File: src/rtl/instr_encoder.sv
// Instruction encoder / program loader.
// Accepts decoded instruction fields one beat at a time, packs them into
// 32-bit RV32-style words and writes them to consecutive word addresses of an
// instruction memory, starting at a word-aligned base address.
//
// state  | meaning
// -------+------------------------------------------------------------
// IDLE   | waiting for start; base pointer, count and err latched on start
// LOAD   | accepting beats (in_ready=1); legal beats become one write each
// FINISH | one-cycle done pulse after the beat carrying in_last
module instr_encoder #(
    parameter int CNT_W     = 16,
    parameter int MAX_WORDS = 1024
) (
    input  logic             clk,
    input  logic             rst_n,
    input  logic             start,
    input  logic [31:0]      base_addr,
    input  logic             in_valid,
    output logic             in_ready,
    input  logic [6:0]       in_op,
    input  logic [4:0]       in_rd,
    input  logic [4:0]       in_rs1,
    input  logic [4:0]       in_rs2,
    input  logic [2:0]       in_funct3,
    input  logic [6:0]       in_funct7,
    input  logic [31:0]      in_imm,
    input  logic             in_last,
    output logic             imem_we,
    output logic [31:0]      imem_addr,
    output logic [31:0]      imem_wdata,
    output logic [CNT_W-1:0] count,
    output logic             done,
    output logic             err
);

    localparam logic [6:0] OP_LOAD   = 7'b0000011;
    localparam logic [6:0] OP_ALU    = 7'b0010011;
    localparam logic [6:0] OP_STORE  = 7'b0100011;
    localparam logic [6:0] OP_ALU_R  = 7'b0110011;
    localparam logic [6:0] OP_LUI    = 7'b0110111;
    localparam logic [6:0] OP_BRANCH = 7'b1100011;
    localparam logic [6:0] OP_JALR   = 7'b1100111;
    localparam logic [6:0] OP_JAL    = 7'b1101111;

    localparam logic [CNT_W-1:0] MAX_CNT = CNT_W'(MAX_WORDS);
    localparam logic [CNT_W-1:0] CNT_ONE = CNT_W'(1);

    typedef enum logic [1:0] {
        S_IDLE   = 2'd0,
        S_LOAD   = 2'd1,
        S_FINISH = 2'd2
    } state_t;

    state_t            state_q, state_d;
    logic              rst_meta_q, rst_ok_q;
    logic [31:0]       ptr_q;
    logic [CNT_W-1:0]  count_q;
    logic              err_q;
    logic              imem_we_q;
    logic [31:0]       imem_addr_q;
    logic [31:0]       imem_wdata_q;

    logic              op_legal;
    logic              align_bad;
    logic              mem_full;
    logic              beat_acc;
    logic              write_ok;
    logic              beat_bad;
    logic [31:0]       enc_word;
    logic              unused_base_lsb;

    // The byte-offset bits of the base address are forced to zero.
    assign unused_base_lsb = ^base_addr[1:0];

    // Reset release synchroniser: assertion is immediate, release takes two edges.
    always_ff @(posedge clk or negedge rst_n) begin
        if (!rst_n) begin
            rst_meta_q <= 1'b0;
            rst_ok_q   <= 1'b0;
        end else begin
            rst_meta_q <= 1'b1;
            rst_ok_q   <= rst_meta_q;
        end
    end

    // State register.
    always_ff @(posedge clk or negedge rst_n) begin
        if (!rst_n) begin
            state_q <= S_IDLE;
        end else begin
            state_q <= state_d;
        end
    end

    // Next-state logic; a dropped last beat still ends the load.
    always_comb begin
        state_d = state_q;
        case (state_q)
            S_IDLE:   if (start) state_d = S_LOAD;
            S_LOAD:   if (beat_acc && in_last) state_d = S_FINISH;
            S_FINISH: state_d = S_IDLE;
            default:  state_d = S_IDLE;
        endcase
        if (!rst_ok_q) begin
            state_d = S_IDLE;
        end
    end

    // State-decoded outputs.
    always_comb begin
        in_ready = 1'b0;
        done     = 1'b0;
        case (state_q)
            S_LOAD:   in_ready = 1'b1;
            S_FINISH: done     = 1'b1;
            default:  ;
        endcase
    end

    // Opcode decode and field packing for the current beat.
    always_comb begin
        op_legal = 1'b1;
        enc_word = 32'h0;
        case (in_op)
            OP_LOAD, OP_ALU, OP_JALR:
                enc_word = {in_imm[11:0], in_rs1, in_funct3, in_rd, in_op};
            OP_STORE:
                enc_word = {in_imm[11:5], in_rs2, in_rs1, in_funct3, in_imm[4:0], in_op};
            OP_ALU_R:
                enc_word = {in_funct7, in_rs2, in_rs1, in_funct3, in_rd, in_op};
            OP_LUI:
                enc_word = {in_imm[31:12], in_rd, in_op};
            OP_BRANCH:
                enc_word = {in_imm[12], in_imm[10:5], in_rs2, in_rs1, in_funct3,
                            in_imm[4:1], in_imm[11], in_op};
            OP_JAL:
                enc_word = {in_imm[20], in_imm[10:1], in_imm[11], in_imm[19:12], in_rd, in_op};
            default:
                op_legal = 1'b0;
        endcase
    end

    // Branch/jump targets must be halfword aligned; memory must have room.
    assign align_bad = ((in_op == OP_BRANCH) || (in_op == OP_JAL)) && in_imm[0];
    assign mem_full  = (count_q >= MAX_CNT);
    assign beat_acc  = in_valid && in_ready;
    assign write_ok  = beat_acc && op_legal && !align_bad && !mem_full;
    assign beat_bad  = beat_acc && !write_ok;

    // Write pointer, word count, error flag and registered memory write port.
    always_ff @(posedge clk or negedge rst_n) begin
        if (!rst_n) begin
            ptr_q        <= 32'h0;
            count_q      <= '0;
            err_q        <= 1'b0;
            imem_we_q    <= 1'b0;
            imem_addr_q  <= 32'h0;
            imem_wdata_q <= 32'h0;
        end else if (!rst_ok_q) begin
            ptr_q        <= 32'h0;
            count_q      <= '0;
            err_q        <= 1'b0;
            imem_we_q    <= 1'b0;
            imem_addr_q  <= 32'h0;
            imem_wdata_q <= 32'h0;
        end else begin
            imem_we_q <= write_ok;
            if ((state_q == S_IDLE) && start) begin
                ptr_q   <= {base_addr[31:2], 2'b00};
                count_q <= '0;
                err_q   <= 1'b0;
            end
            if (write_ok) begin
                imem_addr_q  <= ptr_q;
                imem_wdata_q <= enc_word;
                ptr_q        <= ptr_q + 32'd4;
                count_q      <= count_q + CNT_ONE;
            end
            if (beat_bad) begin
                err_q <= 1'b1;
            end
        end
    end

    assign imem_we    = imem_we_q;
    assign imem_addr  = imem_addr_q;
    assign imem_wdata = imem_wdata_q;
    assign count      = count_q;
    assign err        = err_q;

endmodule

File: config.mk
export PLATFORM = sky130hd
export DESIGN_NAME = instr_encoder
export DESIGN_NICKNAME = d
export VERILOG_FILES = /design/src/rtl/instr_encoder.sv
export SDC_FILE = /design/constraint.sdc
export NUM_CORES = 1
export LEC_CHECK = 0
export CAP_MARGIN = 40
export CORE_AREA = 3 3 97 108
export DETAILED_ROUTE_END_ITERATION = 8
export DIE_AREA = 0 0 100 111
export DONT_BUFFER_PORTS = 1
export PLACE_DENSITY = 0.84
export SLEW_MARGIN = 40
export SYNTH_ARGS = -nofsm -noshare
export SYNTH_HDL_FRONTEND = slang
export SYNTH_SLANG_ARGS = --single-unit
File: constraint.sdc
create_clock -name clk -period 5.1 [get_ports clk]
set_input_delay 0.765 -clock clk [delete_from_list [all_inputs] [get_ports clk]]
set_output_delay 0.765 -clock clk [all_outputs]
set_load 0.01 [all_outputs]
## Word level (Yosys, flattened, before mapping)

Cells that the tools add are included.

| storage, ports and cells | value |
|---|---|
| bits of input ports | 101 |
| bits in registers | 118 |
| word-level logic and storage cells | 65 |
| output and inout bits | 84 |

| operators by class | value |
|---|---|
| mux-type cells | 22 |
| reduce and logical (&&, ||, !) cells | 16 |
| $add $sub $neg | 2 |
| equality and inequality tests | 15 |
| order comparisons | 1 |

Operators with widths:

| cell | count |
|---|---|
| $mux 32 | 7 |
| $pmux 32 s6 | 1 |
| $mux 16 | 3 |
| $add 32x3->32 const B | 1 |
| $eq 7x6->1 const B | 3 |
| $eq 7x7->1 const B | 3 |
| $add 16x1->16 const B | 1 |
| $ge 16x11->1 const B | 1 |
| $logic_and 1x1->1 | 8 |
| $reduce_or 8->1 | 1 |
| $eq 7x2->1 const B | 1 |
| $eq 7x5->1 const B | 1 |
| $mux 1 | 7 |
| $mux 2 | 3 |
| $ne 3x1->1 const B | 2 |
| $ne 3x3->1 const B | 2 |
| $pmux 2 s2 | 1 |
| $logic_not 1->1 | 3 |
| $reduce_or 3->1 | 1 |
| $eq 2x1->1 const B | 1 |
| $eq 2x2->1 const B | 1 |
| $logic_not 2->1 | 1 |
| $ne 2x1->1 const B | 1 |
| $reduce_and 2->1 | 1 |
| $logic_or 1x1->1 | 1 |

## Longest topological paths before layout

Gate-level depths: netlist (run 1).

| depth | value |
|---|---|
| depth in word-level cells | 10 |
| mapped depth | 8 |
| mapped depth without buffers | 6 |

## Worst setup path before layout (run 1)

OpenSTA, ideal clock, no wires.

| timing path | value |
|---|---|
| path kind | input to register |
| start | input port in_op[3] |
| end | register imem_wdata_q[10] (netlist: imem_wdata[10]) |
| path buffers | 3 |
| setup time | 0.136 ns |
| arrival time | 2.455 ns |
| data required time | 4.964 ns |
| setup slack | 2.509 ns |
| cell stages on the path | 8 |
| cells stage by stage | clkbuf_1 or4bb_1 o211a_1 a21o_1 clkbuf_1 buf_2 a221oi_1 nor3_1 |

| between the ends | value |
|---|---|
| cells in the longest elaborated chain, start to end | 7 |
| elaborated cells between the ends (all ways) | 21 |
| those cells by class | eq/ne (9); mux (4); reduce/logical (8) |

RTL lines:

| element | RTL line | source |
|---|---|---|
| start, declared | 21 | `input logic [6:0] in_op,` |
| $eq 7x7->1, or another cell as far along | 125, 145 |  |
| $reduce_or 8->1 (no source line) or $logic_or 1x1->1 (tied branches) | -- |  |
| $mux 1 or $logic_and 1x1->1 (tied branches) | 125, 145 |  |
| $logic_and 1x1->1 or $logic_not 1->1 (tied branches) | 148 | `assign write_ok = beat_acc && op_legal && !align_bad && !mem_full;` |
| $logic_and 1x1->1 (2 in a row) | 148 |  |
| $ne 2x1->1 (no source line) | -- |  |
| end signal, assigned | 176 | `imem_wdata_q <= enc_word;` |
| end, declared | 62 | `logic [31:0] imem_wdata_q;` |

Parallel ways exist; a longest one is shown, timed or not. The select of a mux whose other input is x is not followed.
A chain may end at the register's enable or synchronous reset.

## Worst setup path in the final report (run 1)

| timing path | value |
|---|---|
| start | input port in_op[2] |
| end | register ptr_q[28] |

| between the ends | value |
|---|---|
| cells in the longest elaborated chain, start to end | 8 |
| elaborated cells between the ends (all ways) | 19 |
| those cells by class | eq/ne (9); mux (3); reduce/logical (7) |

RTL lines:

| element | RTL line | source |
|---|---|---|
| $eq 7x7->1, or another cell as far along | 125, 145 |  |
| $reduce_or 8->1 (no source line) or $logic_or 1x1->1 (tied branches) | -- |  |
| $mux 1 or $logic_and 1x1->1 (tied branches) | 125, 145 |  |
| $logic_and 1x1->1 or $logic_not 1->1 (tied branches) | 148 |  |
| $logic_and 1x1->1 (*) (2 in a row) | 148 |  |
| $mux 32 | 174 | `if (write_ok) begin` |
| $mux 32 | 160 | `end else if (!rst_ok_q) begin` |
| end signal, assigned | 170 | `ptr_q <= {base_addr[31:2], 2'b00};` |
| end signal, assigned | 177 | `ptr_q <= ptr_q + 32'd4;` |
| end, declared | 57 | `logic [31:0] ptr_q;` |

Mark *: on every way between the ends. The rest lies on a longest branch, timed or not.

==> results of run 1 <==
cell usage after synthesis, types with 5 or more instances:
| cell | count | area (um2) |
|---|---|---|
| o22ai_1 | 10 | 62.6 |
| nand3_1 | 31 | 155 |
| a222oi_1 | 10 | 100 |
| nand2_1 | 122 | 458 |
| nor3_1 | 18 | 90.1 |
| a21oi_1 | 55 | 275 |
| a221oi_1 | 8 | 70.1 |
| o31a_1 | 12 | 105 |
| clkbuf_1 | 37 | 139 |
| buf_2 | 10 | 50.1 |
| a22oi_1 | 5 | 37.5 |
| a211oi_1 | 13 | 97.6 |
| o31ai_1 | 6 | 45.0 |
| and2_1 | 8 | 50.1 |
| nor2_1 | 49 | 184 |
| or4_1 | 6 | 45.0 |
| buf_4 | 5 | 37.5 |
| mux2i_1 | 13 | 130 |
| dfrtp_1 | 114 | 2850 |
| nand4_1 | 13 | 81.3 |
| and3_1 | 20 | 125 |
| nor4_1 | 10 | 62.6 |
| a311oi_1 | 6 | 52.6 |
| a31oi_1 | 10 | 62.6 |
| o21ai_0 | 11 | 55.1 |
| a221o_1 | 8 | 80.1 |
| inv_1 | 9 | 33.8 |
| nor2b_1 | 5 | 31.3 |
| a21o_1 | 5 | 37.5 |
registers in the layout, summed over array words and instances, names as in the netlist:
name,cells
count,16
err,1
imem_we,1
ptr_q,30
imem_wdata,32
rst_ok_q,1
imem_addr,30
state_q,2
rst_meta_q,1
through the flow:
step	setup WS, ns	utilization, %	instance area (um2)	power (mW)	instances
global placement	2.01	64.7	6080	1.07	755
global route	2.25	70.9	6660	2.20	787
detailed placement	1.97	64.9	6100	1.08	756
CTS	2.51	70.7	6650	2.14	787
finish	2.46	70.9	6660	2.12	787
floorplan	2.51	-	6090	1.06	686
path summary, 6_finish.rpt:
check,end,slack [ns],cells past startpoint
hold reg to reg,rst_ok_q,0.34,0
setup / recovery,ptr_q[28],2.46,6
max in group asynchronous,count[14],4.46,1
hold / removal,imem_addr[23],0.18,1
min in group clk,rst_ok_q,0.34,0
setup reg to reg,ptr_q[20],2.47,6
logic make-up after synthesis:
| kind of cell | synth area share, % |
|---|---|
| AO/OA/AOI/OAI | 21.5 |
| adder cells (fa/ha/maj) | 0.617 |
| buffers and inverters | 4.85 |
| flip-flops | 46.9 |
| multiplexers | 2.69 |
| other | 0.123 |
| AND/OR/NAND/NOR | 23.3 |
power by group through the flow:
stage / combinational, mW / clock [mW] / sequential (mW)
floorplan: 0.0988 / 0 / 0.957
global placement: 0.107 / 0 / 0.965
detailed placement: 0.111 / 0 / 0.967
CTS: 0.132 / 1.06 / 0.952
global route: 0.149 / 1.10 / 0.955
finish: 0.132 / 1.04 / 0.953
layout make-up:
class / count / area, um2
inverters: 10 / 37.5
multi-input cells: 506 / 2990
clock buffers: 23 / 457
repair buffers: 10 / 115
clock inverters: 7 / 60.1
flip-flops and latches: 114 / 2850
well taps: 117 / 146
fillers: 740 / 2740
per-layer routing:
layer	track usage [%]	routed length, um	vias to the layer above
met1	39.5	6390	2612
met2	48.6	8260	309
met3	6.29	1430	32
li1	-	-	2485
met4	11.9	314	0
met5	0	0	-
timing repair:
action,4_1_cts,5_1_grt
gates resized for setup,0,0
hold buffers,1,0
hold endpoints to repair,114,0
==> reports/metrics.yaml, run 1 <==
outcome: "completed"
slew_headroom_pct: 46.5
place_congestion: 0.950
max_freq_ghz: 0.379
antenna_found_initial: 0
maxCapViolations: 0
finalNetCount: 763
worstSetupStartpoint: "in_op[2]"
cp_slowest_cell: "a21oi_4"
clkPwrFrac_pct: 48.9
path_delay_family: "compound AO/OA/AOI/OAI gates"
portBuffers: 0
swShare_pct: 23.4
die-area_um2: 11100
drc: 0
numClockSinks: 114
period_needed_ns: 2.64
switching_power_uw: 496
cpPeakStageDelay_ns: 0.54
grt_pass1_vias: 5332
drive_gt1_share_pct: 7.61
area_growth_pct: 9.39
core_region_area_um2: 9400
crit_arrival_ns: 3.04
startpoint_type: "input port"
seq_area_frac_synth_pct: 46.9
grt_max_degree: 115
crit_buf_inv: 1
final_common_cell: "nand2_1"
final_cell_mix: "nand2_1, dfrtp_1, a21oi_1"
htreeDepth: 4
ys.flop_type: "dfrtp_1"
die_h_um: 111
synthCells: 685
tns_ns: 0
internal_power_mw: 1.63
cts_tree: "done"
slew_viol_final: 0
r2r-start: "count[14]"
synth.distinct_cells: 65
clk_pin_slew_worst_paths_ns: 0.05
worstPathCellList: "or4b_1 > a21o_1 > a21oi_4 > buf_4 > mux2_2 > a31o_2"
cp_max_fo: 19
postRouteAntennaNets: 0
syn_area_um2: 6090
vdd_drop_max_mv: 0.242
ys_warn_count: 0
antennaDiodeCount: 0
drt_pass1_iterations: 6
timing.hold.ws_ns: 0.178
avgSynthCellArea_um2: 8.89
cts-root-buf: "clkbuf_8"
hp-class: "input port to async pin"
pwr-share-comb_pct: 6.2
rows: 37
clock_path_buffers: 2
grt_overflow_total: 0
powerDensity_nw_per_um2: 319
worstPathRequired_ns: 5.50
period_share_pct: 51.7
wl_um: 16400
grt_pass1_wl_um: 26800
start_util_pct: 64.8
finClkSkew_ns: 0.00885
seqPwrFrac_pct: 44.9
synth_edf_count: 0
tightest_slew_ns: 0.796
cp-end-kind: "flip-flop"
cts_made_buffers: 17
path_class: "input port to flip-flop"
clk_latency_ns: 0.52
setup_violations: 0
vias: 5438
drt_iter0_markers: 402
routedWlPerCell_um: 20.8
hold_viol_final: 0
post-cts-setup-buffer-count: 0
p_leak_nw: 2.65
grtUsageTotal_pct: 30.1
vias_per_cell: 6.91
rsz0062_at_grt: "no"
ys_ff_latch: 114
io_pins: 185
die_w_um: 100
hpwlAfterDp_um: 10900
synthArstFlopShare_pct: 100
(Power assumes the default switching activity.)
==> inputs of run 2 (changes only) <==
Settings changed: CORE_AREA 3 3 97 108 to 3 3 97 109, DIE_AREA 0 0 100 111 to 0 0 100 112.
Clock period 5.1 ns to 2.65 ns, I/O delays scaled along.
==> run 2 against run 1 <==
  * The run now ends with hold timing left
  * Flip-flop and latch count unchanged
  * Hold slack worse by 0.60 ns
  * Clock-buffer cell count down 3
  * Power up 110%
  * Critical path type is now flip-flop to flip-flop
  * Global-route usage up 0.40 points
  * Worst setup slack worse by 2.1 ns
  * Combinational power up 70%
  * Sequential power up 92%
  * Clock skew down 0.0011 ns
==> reports/metrics.yaml, run 2 (synthesis gave the netlist of run 1 again) <==
outcome: "finished with violations"
violations: "hold timing"
start_util_pct: 63.1
power.total_mw: 4.48
grt_pass1_wl_um: 27500
clock_path_buffers: 2
max_freq_ghz: 0.438
drt_iter0_markers: 527
stdcell_count: 802
postRouteAntennaNets: 0
cp-end-kind: "flip-flop"
switching_power_mw: 1.01
final_cell_mix: "nand2_1, dfrtp_1, a21oi_1"
p_leak_nw: 2.72
maxCapViolations: 0
cts-root-buf: "clkbuf_8"
hpwlAfterDp_um: 11500
area_growth_pct: 12.0
grt_max_degree: 115
die_h_um: 112
slew_headroom_pct: 48.0
seqPwrFrac_pct: 41.0
core_region_area_um2: 9650
drc: 0
cts_made_buffers: 17
clk_pin_slew_worst_paths_ns: 0.06
antenna_found_initial: 1
swShare_pct: 22.6
crit_arrival_ns: 2.67
placedCellCount: 769
internal_power_mw: 3.47
die_w_um: 100
grt_overflow_total: 0
period_needed_ns: 2.28
clkPwrFrac_pct: 54.0
vias: 5540
vias_per_cell: 6.91
tightest_slew_ns: 0.781
routedWlPerCell_um: 21.1
vdd_drop_max_mv: 0.523
startpoint_type: "flip-flop"
timing.hold.ws_ns: -0.420
grtUsageTotal_pct: 30.5
cp_max_fo: 8
numClockSinks: 114
place_congestion: 0.904
portBuffers: 0
tns_ns: 0
place_worst_setup_slack_ns: 0.327
drt_pass1_iterations: 5
cp_slowest_cell: "or4_1"
worstPathRequired_ns: 3.04
htreeDepth: 4
hold_viol_final: 114
finClkSkew_ns: 0.00770
path_class: "flip-flop to flip-flop"
die-area_um2: 11200
setup_violations: 0
period_share_pct: 86.1
rsz0062_at_grt: "no"
worstPathCellList: "nand4_1 > or4_1 > nor4_2 > a41oi_1 > o211a_1"
place_area_um2: 6180
hp-class: "input port to async pin"
clk_latency_ns: 0.51
cpPeakStageDelay_ns: 0.62
post-cts-setup-buffer-count: 0
pwr-share-comb_pct: 5.0
io_pins: 185
finalNetCount: 772
cts_tree: "done"
drive_gt1_share_pct: 9.54
wl_um: 16900
rows: 38
setup_ws_ns: 0.368
final_common_cell: "nand2_1"
grt_pass1_vias: 5529
slew_viol_final: 0
utilization_pct: 70.7
postLayoutCellArea_um2: 6820
largest_register_ffs: 32
cts_resized: 0
powerDensity_nw_per_um2: 657
## run 2: power by group through the flow
stage / Combinational, mW / Sequential, mW / Clock, mW
2_1_floorplan: 0.190 / 1.84 / 0
3_3_place_gp: 0.211 / 1.86 / 0
3_5_place_dp: 0.220 / 1.86 / 0
4_1_cts: 0.222 / 1.83 / 2.44
5_1_grt: 0.249 / 1.84 / 2.52
6_report: 0.225 / 1.83 / 2.42
## run 2: final timing paths
kind,slack [ns],cells after the start,to,startpoint
worst min register to register,0.35,0,rst_ok_q,rst_meta_q
min in group clk,0.04,1,imem_wdata[12],in_funct3[0]
worst max-delay path,0.37,5,ptr_q[27],ptr_q[10]
max in group asynchronous,2.87,0,ptr_q[24],rst_n
worst max register to register,0.37,5,ptr_q[27],ptr_q[10]
worst min-delay path,-0.42,0,imem_wdata[12],rst_n
## run 2: critical path: cells and delay by family (launching register included)
family	cells	cell delay (ns)
AO/OA/AOI/OAI	2	0.40
flip-flops	1	0.46
AND/OR/NAND/NOR	3	1.31
## run 2: metal layers
metal	global-route usage, %	routed length (um)
met1	37.0	6390
met2	50.8	8460
met3	9.84	1730
met5	0	0
met4	10.9	354
## run 2: cell type report
cell class	count	area, um2
timing repair buffer	19	168
sequential	114	2850
antenna	1	2.50
clock inverter	12	179
clock buffer	20	455
fill	734	2830
inverter	10	37.5
multi-input combinational	506	2980
tap	120	150
